$ cat src/rtl/dm_load_ext_pkg.sv
// Shared encodings for the memory-stage load/store datapath: access widths
// (also used by the store byte-enable encoder) and load FSM states.
package dm_load_ext_pkg;

    localparam logic [1:0] WIDTH_WORD = 2'b00;
    localparam logic [1:0] WIDTH_HALF = 2'b01;
    localparam logic [1:0] WIDTH_BYTE = 2'b10;
    localparam logic [1:0] WIDTH_RSVD = 2'b11;

    typedef enum logic {
        ST_IDLE = 1'b0,
        ST_WAIT = 1'b1
    } state_e;

    // A half must sit on an even address and a word on a 4-byte boundary.
    function automatic logic isMisaligned(input logic [1:0] width, input logic [1:0] addrLo);
        return ((width == WIDTH_HALF) && addrLo[0]) ||
               ((width == WIDTH_WORD) && (addrLo != 2'b00));
    endfunction

endpackage

$ cat src/rtl/load_lane_ext.sv
// Picks the addressed byte/half/word out of a little-endian read word and
// sign- or zero-extends it to 32 bits; the reserved width yields zero.
module load_lane_ext
    import dm_load_ext_pkg::*;
(
    input  logic [31:0] rdata,
    input  logic [1:0]  addrLo,
    input  logic [1:0]  width,
    input  logic        sign,
    output logic [31:0] extData
);

    logic [15:0] halfSel;
    logic [7:0]  byteSel;

    always_comb begin
        halfSel = addrLo[1] ? rdata[31:16] : rdata[15:0];
        byteSel = rdata[7:0];
        case (addrLo)
            2'b00:   byteSel = rdata[7:0];
            2'b01:   byteSel = rdata[15:8];
            2'b10:   byteSel = rdata[23:16];
            default: byteSel = rdata[31:24];
        endcase

        extData = '0;
        case (width)
            WIDTH_WORD: extData = rdata;
            WIDTH_HALF: extData = {{16{sign & halfSel[15]}}, halfSel};
            WIDTH_BYTE: extData = {{24{sign & byteSel[7]}}, byteSel};
            default:    extData = '0;
        endcase
    end

endmodule

$ cat src/rtl/dm_load_ext.sv
// Memory-stage load unit: waits for the read-data handshake, stalls the pipe
// meanwhile, and hands a registered extended result to W. Optional macro
// DM_LOAD_ALIGN_CHECK_EN rejects misaligned half/word loads without a read.
module dm_load_ext
    import dm_load_ext_pkg::*;
#(
    parameter int MAX_WAIT = 15,
    parameter int CNT_W    = 4
) (
    input  logic        clk,
    input  logic        reset,
    input  logic        req_valid,
    input  logic [31:0] req_addr,
    input  logic [1:0]  req_width,
    input  logic        req_sign,
    input  logic [4:0]  req_rd,
    input  logic [31:0] m_data_rdata,
    input  logic        m_data_rvalid,
    output logic        busy,
    output logic        out_valid,
    output logic [31:0] out_data,
    output logic [4:0]  out_rd,
    output logic        out_err
);

    state_e      state_q;
    logic [CNT_W-1:0] cnt_q;
    logic [1:0]  capAddr_q;
    logic [1:0]  capWidth_q;
    logic        capSign_q;
    logic [4:0]  capRd_q;
    logic        outValid_q;
    logic [31:0] outData_q;
    logic [4:0]  outRd_q;
    logic        outErr_q;
    logic [31:0] extData_d;

    logic unusedAddrHi;
    assign unusedAddrHi = ^req_addr[31:2];

    load_lane_ext u_lane (
        .rdata   (m_data_rdata),
        .addrLo  (capAddr_q),
        .width   (capWidth_q),
        .sign    (capSign_q),
        .extData (extData_d)
    );

    // Single FSM block; out_valid defaults low so every completion is one pulse.
    always_ff @(posedge clk or posedge reset) begin
        if (reset) begin
            state_q    <= ST_IDLE;
            cnt_q      <= '0;
            capAddr_q  <= '0;
            capWidth_q <= '0;
            capSign_q  <= 1'b0;
            capRd_q    <= '0;
            outValid_q <= 1'b0;
            outData_q  <= '0;
            outRd_q    <= '0;
            outErr_q   <= 1'b0;
        end else begin
            outValid_q <= 1'b0;
            case (state_q)
                ST_IDLE: begin
                    if (req_valid) begin
                        capAddr_q  <= req_addr[1:0];
                        capWidth_q <= req_width;
                        capSign_q  <= req_sign;
                        capRd_q    <= req_rd;
                        cnt_q      <= '0;
`ifdef DM_LOAD_ALIGN_CHECK_EN
                        if (isMisaligned(req_width, req_addr[1:0])) begin
                            outValid_q <= 1'b1;
                            outErr_q   <= 1'b1;
                            outData_q  <= '0;
                            outRd_q    <= req_rd;
                        end else begin
                            state_q <= ST_WAIT;
                        end
`else
                        state_q <= ST_WAIT;
`endif
                    end
                end
                ST_WAIT: begin
                    if (m_data_rvalid) begin
                        outValid_q <= 1'b1;
                        outData_q  <= extData_d;
                        outErr_q   <= (capWidth_q == WIDTH_RSVD);
                        outRd_q    <= capRd_q;
                        state_q    <= ST_IDLE;
                    end else if (cnt_q == CNT_W'(MAX_WAIT - 1)) begin
                        outValid_q <= 1'b1;
                        outData_q  <= '0;
                        outErr_q   <= 1'b1;
                        outRd_q    <= capRd_q;
                        cnt_q      <= '0;
                        state_q    <= ST_IDLE;
                    end else begin
                        cnt_q <= cnt_q + 1'b1;
                    end
                end
            endcase
        end
    end

    assign busy      = (state_q == ST_WAIT);
    assign out_valid = outValid_q;
    assign out_data  = outData_q;
    assign out_rd    = outRd_q;
    assign out_err   = outErr_q;

endmodule

$ cat config.mk
export PLATFORM = sky130hd
export DESIGN_NAME = dm_load_ext
export DESIGN_NICKNAME = d
export VERILOG_FILES = /design/src/rtl/dm_load_ext_pkg.sv /design/src/rtl/load_lane_ext.sv /design/src/rtl/dm_load_ext.sv
export SDC_FILE = /design/constraint.sdc
export NUM_CORES = 1
export LEC_CHECK = 0
export ABC_AREA = 1
export CORE_MARGIN = 2
export CORE_UTILIZATION = 35
export DETAILED_ROUTE_END_ITERATION = 10
export PLACE_DENSITY = 0.79
export REMOVE_ABC_BUFFERS = 1
export SLEW_MARGIN = 20
export SYNTH_ARGS = -nofsm -noshare
export SYNTH_HDL_FRONTEND = slang
export SYNTH_SLANG_ARGS = --single-unit
$ cat constraint.sdc
create_clock -name clk -period 1.7 [get_ports clk]
set_input_delay 0.34 -clock clk [delete_from_list [all_inputs] [get_ports clk]]
set_output_delay 0.34 -clock clk [all_outputs]
set_load 0.1 [all_outputs]
==> impl_results.md <==
- Status: finished, final reports clean
- Post-Synthesis Cell Area: 2790 um^2
- P&R area growth vs syn: 55.2%
- GRT Total Usage: 18.5%
- Power per cell area: 1790 nW/um^2
- Vias per inst: 4.84
- DRC Markers: 0
- CTS root buffer: clkbuf_8
- XOR/XNOR share of the synthesized area: 0.629%
- Metal3 WL: 456 um
- Syn Inst Count: 390
- Complex-gate fraction of the synthesized area: 6.87%
- Post-Synth Adder-Cell Area: 0.898%
- ANT nets after route: 0
- Worst-margin pin slew: 434 ps
- Dpl hpwl: 5650 um
- Share of layout cells above drive strength 1: 14.6%
- GPL Wtd Cong: 0.831
- Final min period: 1490 ps
- Setup TNS: 0 ps
- Top cell type's share of synthesized area: 48.5%
- PortBufs: 85
- Commonest cells post-synth: nand2_1 (203), dfrtp_1 (54), nand3_1 (36)
- RR Startpoint: cnt_q[0]
- Leak pwr: 2.21 nW
- Skew final: 6.13 ps
- Clk slew on worst S/H paths: 100 ps
- Slew Viols, Final: 0
- Hold_buf cts: 0
- Worst setup path endpoint: out_data[3]
- Inst Count DP: 572
- Drt wl/cell: 13.0 um
- Final WL: 7530 um
- Cell with the most instances after synthesis: nand2_1
- Synth area leader: dfrtp_1
- Clk_lat worst skew: 300 ps
- Highest Clock Rate: 0.672 GHz
- Via count: 2810
- Total of cells resized after clock tree synthesis: 0
- Sequential area share after synthesis: 48.5%
- Largest family of logic cells by synthesized area: simple AND/OR/NAND/NOR gates
- Initial DRC count: 144
- CORE AREA: 7730 um^2
- Site row count: 32
- I/O pin cnt: 116
- Clock Tree Buf Depth: 2
- Endpoint type of the worst setup path: register
- Die X: 93.2 um
- Overall Power: 7.74 mW
- Register bit total from synthesis: 54
- First-pass GRT wire length: 12900 um
- WL met2: 3850 um
- Final setup viols: 0
- Mux share of post-synthesis cell area: 0%
- Nets@finish: 555
- N_diodes: 0
- Syn Area/Cell: 7.14 um^2
- Crit-path cells: inv_1, ha_1, nand3_1, nand2_1, nand2_1, buf_4, nand2_1, nand2_1
- Pin count of the biggest net entering global routing: 43
- Post-synth cell types: 19
- Grt ovf: 0
- M1 WL: 3140 um
- CP dominant cell by count: nand2_1
- Fin. Hold Viols: 0
- Post-synth EDFFs: 0
- Synth Area in Simple Gates: 35.9%
- Worst-path fanout max: 24
- Postcts setup bufs: 0
- Crit path DAT: 1730 ps
- TritonRoute pass-1 iters: 4
- Crit start category: register
- Crit-path max cell delay: 410 ps
- Clock sinks: 54
- Num CTS Buffers: 5
- Reg2Reg Setup Slack: 210 ps
- Initial antenna violation count: 0
- Max Cap Viol: 0
- Die height: 93.2 um
- Slew headroom: 71.0%
- R2r endpoint: out_data[3]
- RSZ-0062 raised after global routing: false
- Initial core utilization: 36.1%
- Synthesis warning total: 0
- Peak VDD IR: 0.786 mV
- Vias in the first global route: 2755
- Die ar.: 8690 um^2
- Crit-path slowest cell: dfrtp_1
- Top Metal Used: met4
- Main flop type after synthesis: dfrtp_1
- Crit. Startpoint: cnt_q[0]
- Period utilization: 87.5%
- H-tree levels: 2
- Post-synth ARST share: 100%
- FF-to-FF path depth: 8
- CTS tree: yes
- Setup CP Type: register to register
- Top cells by area, synth: dfrtp_1 (48%), nand2_1 (27%), nand3_1 (6.5%), o21ai_0 (5.6%), inv_1 (3.8%)
- Critical Path RT: 1940 ps
- Fillers: 691
- Min-Delay Path Class: primary input to asynchronous set/reset pin
- Non-Filler Instances: 580
## sequential cells by signal (all words and copies together), names as in the netlist
signal      flops
out_rd          5
capRd_q         5
cnt_q           4
out_err         1
busy            1
capAddr_q       2
out_valid       1
out_data       32
capWidth_q      2
capSign_q       1
## logic make-up after synthesis
family,Yosys count
and+or+nand+nor,250
AOI/OAI and AO/OA,34
buffers and inverters,48
xor gates and xnor gates,2
DFF,54
adders and majority gates,2
## power by group
group,switching [mW],internal [mW]
clock,0.420,0.440
combinational,3.13,1.67
sequential,0.425,1.66
total,3.98,3.77
## metal layers
metal	vias to the layer above	global-route usage, %
li1	1385	-
met1	1325	23.9
met2	91	31.6
met3	9	4.03
met4	0	4.66
met5	-	0
## cell usage in the layout, fill, tap and decap left out, drive strengths merged
master         count
ha                 2
buf               54
dfrtp             54
xnor2              1
clkdlybuf4s50     45
o21bai             1
xor2               1
clkbuf             6
o21ai             32
nand2            204
nor2               8
nand3             38
inv               29
clkinvlp           1
bufinv             1
a211oi             1
## layout make-up
cell class              instances  area, um^2  area share [%]
clock buffers                   6        72.6            1.68
clock inverters                 2        37.5           0.868
inverters                      29         109            2.52
multi-input cells             288        1240            28.8
flip-flops and latches         54        1350            31.3
well taps                     102         128            2.95
repair buffers                 99        1380            31.9
## worst min-delay path by stage
stage,from,end,slack (ps),cells past startpoint
3_5_place_dp,capRd_q[4],out_rd[4],470,2
5_1_grt,reset,capRd_q[3],300,2
2_1_floorplan,capRd_q[4],out_rd[4],440,2
6_report,reset,capRd_q[3],280,2
3_3_place_gp,capRd_q[4],out_rd[4],460,2
4_1_cts,reset,capRd_q[3],290,2
## worst max-delay path: cells and delay by family, from the launching register on
| family | cells | cell delay (ps) |
|---|---|---|
| fa+ha+maj | 1 | 190 |
| flops | 1 | 410 |
| simple gates | 5 | 450 |
| buf+inv | 2 | 350 |
## stage by stage
step	setup slack, ps	cell area, um^2	hold WS [ps]	util, %
final	212	4320	281	56.0
after detailed placement	13.5	4210	474	54.5
after global routing	11.3	4320	299	56.0
after CTS	202	4320	288	56.0
after global placement	90.7	4210	462	54.5
after floorplan	-786	2700	442	-
No activity file was read; power rests on OpenSTA's default activity.
